## src/rtl/pad_pok_monitor_if.sv

```systemverilog
// Pad power-OK monitor bus: raw pad status in, filtered status, sticky drop events and interrupt out.
interface pad_pok_monitor_if #(
  parameter int unsigned NIoBanks = 4,
  parameter int unsigned PokW     = 1
);
  logic [NIoBanks*PokW-1:0] pad_pok_i;
  logic [NIoBanks-1:0]      bank_ok_o;
  logic                     all_ok_o;
  logic [NIoBanks-1:0]      drop_status_o;
  logic [NIoBanks-1:0]      drop_clr_i;
  logic [NIoBanks-1:0]      drop_en_i;
  logic                     irq_o;

  modport slave (
    input  pad_pok_i, drop_clr_i, drop_en_i,
    output bank_ok_o, all_ok_o, drop_status_o, irq_o
  );

  modport master (
    output pad_pok_i, drop_clr_i, drop_en_i,
    input  bank_ok_o, all_ok_o, drop_status_o, irq_o
  );
endinterface

```

## src/rtl/pad_pok_monitor.sv

```systemverilog
// Synchronises and debounces per-bank pad power-OK, latches sticky power-drop
// events and raises a maskable interrupt.
module pad_pok_monitor #(
  parameter int unsigned NIoBanks     = 4,
  parameter int unsigned PokW         = 1,
  parameter int unsigned FilterCycles = 16
) (
  input  logic              clk_i,
  input  logic              rst_i,
  pad_pok_monitor_if.slave  bus
);
  localparam int unsigned CntW   = $clog2(FilterCycles + 1);
  localparam logic [CntW-1:0] CntMax = CntW'(FilterCycles);
  localparam logic [CntW-1:0] CntOne = CntW'(1);

  typedef enum logic [1:0] {
    ST_DOWN = 2'd0,
    ST_RISE = 2'd1,
    ST_UP   = 2'd2,
    ST_FALL = 2'd3
  } state_e;

  logic [NIoBanks-1:0] w_raw;
  logic [NIoBanks-1:0] r_sync1;
  logic [NIoBanks-1:0] r_sync2;
  state_e              r_state     [NIoBanks];
  state_e              w_state_nxt [NIoBanks];
  logic [CntW-1:0]     r_cnt       [NIoBanks];
  logic [CntW-1:0]     w_cnt_nxt   [NIoBanks];
  logic [NIoBanks-1:0] w_ok_nxt;
  logic [NIoBanks-1:0] r_bank_ok;
  logic [NIoBanks-1:0] r_bank_ok_d;
  logic [NIoBanks-1:0] w_drop_nxt;
  logic [NIoBanks-1:0] r_drop;
  logic                r_irq;

  // A bank is raw-OK only when every pad bit of that bank reports OK.
  always_comb begin
    w_raw = '0;
    for (int b = 0; b < NIoBanks; b++) begin
      w_raw[b] = &bus.pad_pok_i[b*PokW +: PokW];
    end
  end

  always_ff @(posedge clk_i or posedge rst_i) begin
    if (rst_i) begin
      r_sync1 <= '0;
      r_sync2 <= '0;
    end else begin
      r_sync1 <= w_raw;
      r_sync2 <= r_sync1;
    end
  end

  always_ff @(posedge clk_i or posedge rst_i) begin
    if (rst_i) begin
      for (int b = 0; b < NIoBanks; b++) begin
        r_state[b] <= ST_DOWN;
        r_cnt[b]   <= '0;
      end
    end else begin
      for (int b = 0; b < NIoBanks; b++) begin
        r_state[b] <= w_state_nxt[b];
        r_cnt[b]   <= w_cnt_nxt[b];
      end
    end
  end

  // Debounce: a level change must hold for FilterCycles further samples after entry.
  always_comb begin
    for (int b = 0; b < NIoBanks; b++) begin
      w_state_nxt[b] = r_state[b];
      w_cnt_nxt[b]   = r_cnt[b];
      unique case (r_state[b])
        ST_DOWN: begin
          if (r_sync2[b]) begin
            w_state_nxt[b] = ST_RISE;
            w_cnt_nxt[b]   = CntOne;
          end
        end
        ST_RISE: begin
          if (!r_sync2[b]) begin
            w_state_nxt[b] = ST_DOWN;
            w_cnt_nxt[b]   = '0;
          end else if (r_cnt[b] == CntMax) begin
            w_state_nxt[b] = ST_UP;
            w_cnt_nxt[b]   = '0;
          end else begin
            w_cnt_nxt[b]   = r_cnt[b] + CntOne;
          end
        end
        ST_UP: begin
          if (!r_sync2[b]) begin
            w_state_nxt[b] = ST_FALL;
            w_cnt_nxt[b]   = CntOne;
          end
        end
        ST_FALL: begin
          if (r_sync2[b]) begin
            w_state_nxt[b] = ST_UP;
            w_cnt_nxt[b]   = '0;
          end else if (r_cnt[b] == CntMax) begin
            w_state_nxt[b] = ST_DOWN;
            w_cnt_nxt[b]   = '0;
          end else begin
            w_cnt_nxt[b]   = r_cnt[b] + CntOne;
          end
        end
        default: begin
          w_state_nxt[b] = ST_DOWN;
          w_cnt_nxt[b]   = '0;
        end
      endcase
    end
  end

  always_comb begin
    w_ok_nxt = '0;
    for (int b = 0; b < NIoBanks; b++) begin
      w_ok_nxt[b] = (r_state[b] == ST_UP) || (r_state[b] == ST_FALL);
    end
  end

  // Drop event on a filtered 1->0 edge; a coincident clear loses to the set.
  assign w_drop_nxt = (r_drop & ~bus.drop_clr_i) | (r_bank_ok_d & ~r_bank_ok);

  always_ff @(posedge clk_i or posedge rst_i) begin
    if (rst_i) begin
      r_bank_ok   <= '0;
      r_bank_ok_d <= '0;
      r_drop      <= '0;
      r_irq       <= 1'b0;
    end else begin
      r_bank_ok   <= w_ok_nxt;
      r_bank_ok_d <= r_bank_ok;
      r_drop      <= w_drop_nxt;
      r_irq       <= |(r_drop & bus.drop_en_i);
    end
  end

  assign bus.bank_ok_o     = r_bank_ok;
  assign bus.all_ok_o      = &r_bank_ok;
  assign bus.drop_status_o = r_drop;
  assign bus.irq_o         = r_irq;

  a_outputs_known: assert property (@(posedge clk_i) disable iff (rst_i)
    !$isunknown({r_bank_ok, r_drop, r_irq}));

endmodule
```

## src/flat_wrapper.sv

```systemverilog
// flat-port wrapper written by rule: the top's interface ports become plain ports
module pad_pok_monitor_flat 
#(
  parameter int unsigned NIoBanks     = 4,
  parameter int unsigned PokW         = 1,
  parameter int unsigned FilterCycles = 16
)
  (clk_i, rst_i, bus_pad_pok_i, bus_drop_clr_i, bus_drop_en_i, bus_bank_ok_o, bus_all_ok_o, bus_drop_status_o, bus_irq_o);
  pad_pok_monitor_if #(.NIoBanks(NIoBanks), .PokW(PokW)) bus_i ();
  input  logic clk_i;
  input  logic rst_i;
  input wire logic [$bits(bus_i.pad_pok_i)-1:0] bus_pad_pok_i;
  input wire logic [$bits(bus_i.drop_clr_i)-1:0] bus_drop_clr_i;
  input wire logic [$bits(bus_i.drop_en_i)-1:0] bus_drop_en_i;
  output wire logic [$bits(bus_i.bank_ok_o)-1:0] bus_bank_ok_o;
  output wire logic [$bits(bus_i.all_ok_o)-1:0] bus_all_ok_o;
  output wire logic [$bits(bus_i.drop_status_o)-1:0] bus_drop_status_o;
  output wire logic [$bits(bus_i.irq_o)-1:0] bus_irq_o;
  assign bus_i.pad_pok_i = bus_pad_pok_i;
  assign bus_i.drop_clr_i = bus_drop_clr_i;
  assign bus_i.drop_en_i = bus_drop_en_i;
  assign bus_bank_ok_o = bus_i.bank_ok_o;
  assign bus_all_ok_o = bus_i.all_ok_o;
  assign bus_drop_status_o = bus_i.drop_status_o;
  assign bus_irq_o = bus_i.irq_o;
  pad_pok_monitor #(.NIoBanks(NIoBanks), .PokW(PokW), .FilterCycles(FilterCycles)) u_core (.clk_i(clk_i), .rst_i(rst_i), .bus(bus_i));
endmodule
```

## config.mk

```make
export PLATFORM = sky130hd
export DESIGN_NAME = pad_pok_monitor_flat
export DESIGN_NICKNAME = d
export VERILOG_FILES = /design/src/rtl/pad_pok_monitor_if.sv /design/src/rtl/pad_pok_monitor.sv /design/src/flat_wrapper.sv
export SDC_FILE = /design/constraint.sdc
export NUM_CORES = 1
export LEC_CHECK = 0
export BUFFER_PORTS_ARGS = -buffer_cell sky130_fd_sc_hd__buf_2
export CAP_MARGIN = 20
export CORE_MARGIN = 3
export CORE_UTILIZATION = 55
export CTS_CLUSTER_DIAMETER = 30
export DETAILED_ROUTE_END_ITERATION = 10
export PLACE_DENSITY_LB_ADDON = 0.08
export SLEW_MARGIN = 20
export SYNTH_ARGS = -nofsm -noshare
export SYNTH_HDL_FRONTEND = slang
export SYNTH_SLANG_ARGS = --single-unit
```

## constraint.sdc

```tcl
create_clock -name clk_i -period 1.55 [get_ports clk_i]
set_input_delay 0.2325 -clock clk_i [delete_from_list [all_inputs] [get_ports clk_i]]
set_output_delay 0.2325 -clock clk_i [all_outputs]
set_load 0.01 [all_outputs]
```

==> results.toml <==
[yosys]
synth_cells = 187
syn_nets = 209
ys_seq_elements = 49
synthFlopType = "dfrtp_1"
yosysWarnings = 0
synth_edf_count = 0
syn-cell-area_sq_um = 2160
async_reset_ff_share_pct = 100
ys_seq_area_share_pct = 56.7
syn_area_per_cell_sq_um = 11.6
ys_types = 42

[floorplan]
die_h_um = 68.7
rows = 22
pin_count = 24
core_sq_um = 3720
initial_utilization_pct = 58.2
die_x_um = 68.7
dieArea_sq_um = 4720

[final_layout]
multi_input_area_sq_um = 838
stdcell_count = 268
final-seq-area_sq_um = 1230
drive_gt1_share_pct = 23.6
layout.cells.most_common_list = "48 x dfrtp_1, 23 x buf_2, 17 x inv_1, 14 x nand3_1, 13 x nand2_1"
n_antenna_cell = 0
final_common_cell = "dfrtp_1"
nets = 241
fill_cells = 281
syn_to_final_growth_pct = 16.9

[hold_path]
hp-start = "bus_pad_pok_i[0]"
hold_path_end = "u_core.r_sync1[0]"
hold_path_class = "input pin to flop"
holdPathStages = 1

[global_route]
gr-total-overflow = 0
grt_max_degree = 50
grt_pass1_wl_um = 6230
antenna_found_initial = 0
grt.total_usage_pct = 18.0
first_global_vias = 1432

[sta]
whs_ps = 32.9
drv_slew = 0
clock.fmax_mhz = 685
worst_pin_slew_ps = 457
hold_viol = 0
min_period_ps = 1460
clock_skew_ps = 7.48
fin_crit_sh_pct = 94.2
max-slew-margin-rel_pct = 69.3
setup_viol = 0
final.setup.worst_slack_ps = 89.8
tns_ps = 0

[clocking]
cts_buffers = 5
clockRootBuffer = "clkbuf_8"
clockBufferDepth = 2
htreeDepth = 2
insertion_delay_ps = 300
cts.clk_slew.worst_paths_ps = 90
cts_tree = "yes"
clock_sinks = 49

[worst_setup_path]
worst-setup-path-type = "flop to flop"
worstPathRequired_ps = 1730
crit_fanout = 5
critPathCaptureType = "flop"
critPathArrivalTime_ps = 1640
start_kind = "flop"
reg2reg_slack_ps = 90
rr_worst_depth = 5
reg2reg_from = "u_core.r_cnt[15]"

[placement]
pre_cts_slack_ps = 13.8
place_congestion = 0.872
io_buffers = 23
dp_cells = 255
hpwl_um = 2620

[power_and_ir_drop]
p_leak_nw = 1.21
finalPower_w = 0.00322
power_density_nw_per_um2 = 1270
peakVddDrop_uv = 797

[detailed_routing]
routed_via_density = 5.57
drc = 0
wl_per_cell_um = 14.2
via_count = 1493
ant_nets = 0
drtPass1Iterations = 4
drt-total-wl_um = 3820
drtIter0Drc = 60

[run]
maxCapViolCount = 0

[outcome]
outcome = "complete, no violations"
-- worst max-delay path by stage --
stage / from / to / slack, ps / cells past startpoint
2_1_floorplan: rst_i / asynchronous set/reset pin / 140 / 1
3_3_place_gp: u_core.r_cnt[15] / flop / 100 / 5
3_5_place_dp: u_core.r_cnt[15] / flop / 10 / 5
4_1_cts: u_core.r_cnt[6] / flop / 50 / 5
5_1_grt: u_core.r_cnt[15] / u_core.r_cnt[19] / -0.06 / 5
6_report: u_core.r_cnt[15] / flop / 90 / 5
-- Yosys cell counts (all sizes together) (2+ instances only) --
master	n	area [sq um]
clkbuf	5	18.8
o22ai	8	50.1
nand4	2	12.5
and4b	2	20.0
inv	19	71.3
nand2b	3	18.8
o32ai	2	17.5
xnor2	5	43.8
o21ai	6	30.0
a22oi	2	15.0
a21oi	7	38.8
and2	2	12.5
nor4b	3	26.3
and4bb	2	25.0
xor2	9	86.3
nand3	14	70.1
dfrtp	49	1230
ha	8	100
mux2	4	45.0
nand2	13	48.8
a221o	2	20.0
o21a	3	22.5
-- per-layer routing --
layer | vias up | GRT usage, % | wire [um]
li1 | 718 | - | -
met1 | 721 | 21.0 | 1620
met2 | 49 | 31.5 | 1930
met3 | 5 | 5.02 | 220
met4 | 0 | 6.33 | 52
met5 | - | 0 | 0
-- final cells by class --
type                            count  share of cell area [%]
Sequential cell                    49                    48.5
Multi-Input combinational cell    112                    33.2
Timing Repair Buffer               32                    7.82
Inverter                           19                    2.82
Clock buffer                        5                    2.72
Clock inverter                      3                    2.57
Tap cell                           48                    2.38
-- worst max-delay path: stages (launching register included) --
cell	delay, ps
dfrtp_1	410
inv_1	80
ha_1	150
nor4bb_4	320
nand2_1	100
mux2_2	280
-- power by group --
| group | internal, W | switching (W) | total, W |
|---|---|---|---|
| Combinational | 0.000276 | 0.000305 | 0.000580 |
| Clock | 0.000641 | 0.000409 | 0.00105 |
| Sequential | 0.00142 | 0.000161 | 0.00158 |
-- what timing repair did --
item	in CTS	in global routing
endpoints found under the hold margin	49	0
hold buffers	1	0
pin swaps	1	1
resized for setup	0	3
buffers inserted	0	4
setup endpoints to repair	1	4
-- cells by family (layout without fill, tap and decap cells) --
group                    count (synthesis)  in the layout  share of synthesized area [%]
AND/OR/NAND/NOR                         52             52                           15.3
flip-flops                              49             49                           56.7
AO/OA/AOI/OAI                           34             34                           10.5
buffers and inverters                   26             59                           4.74
XOR/XNOR                                14             14                           6.02
adder cells (fa/ha/maj)                  8              8                           4.63
multiplexers                             4              4                           2.08
-- through the flow --
step                      area [sq um]  util (%)
final                             2530      68.0
after global routing              2530      68.0
after CTS                         2490      67.1
after detailed placement          2350      63.2
after global placement            2350      63.2
after floorplan                   2160         -
-- flip-flops by register name, summed over array words and instances (netlist names), named ones only --
name	flops
u_core.r_cnt	20
u_core.bus.bank_ok_o	4
u_core.bus.drop_status_o	4
u_core.r_bank_ok_d	4
u_core.r_state	4
u_core.r_sync1	4
u_core.r_sync2	4
u_core.bus.irq_o	1
No activity file was read; power rests on OpenSTA's default activity.
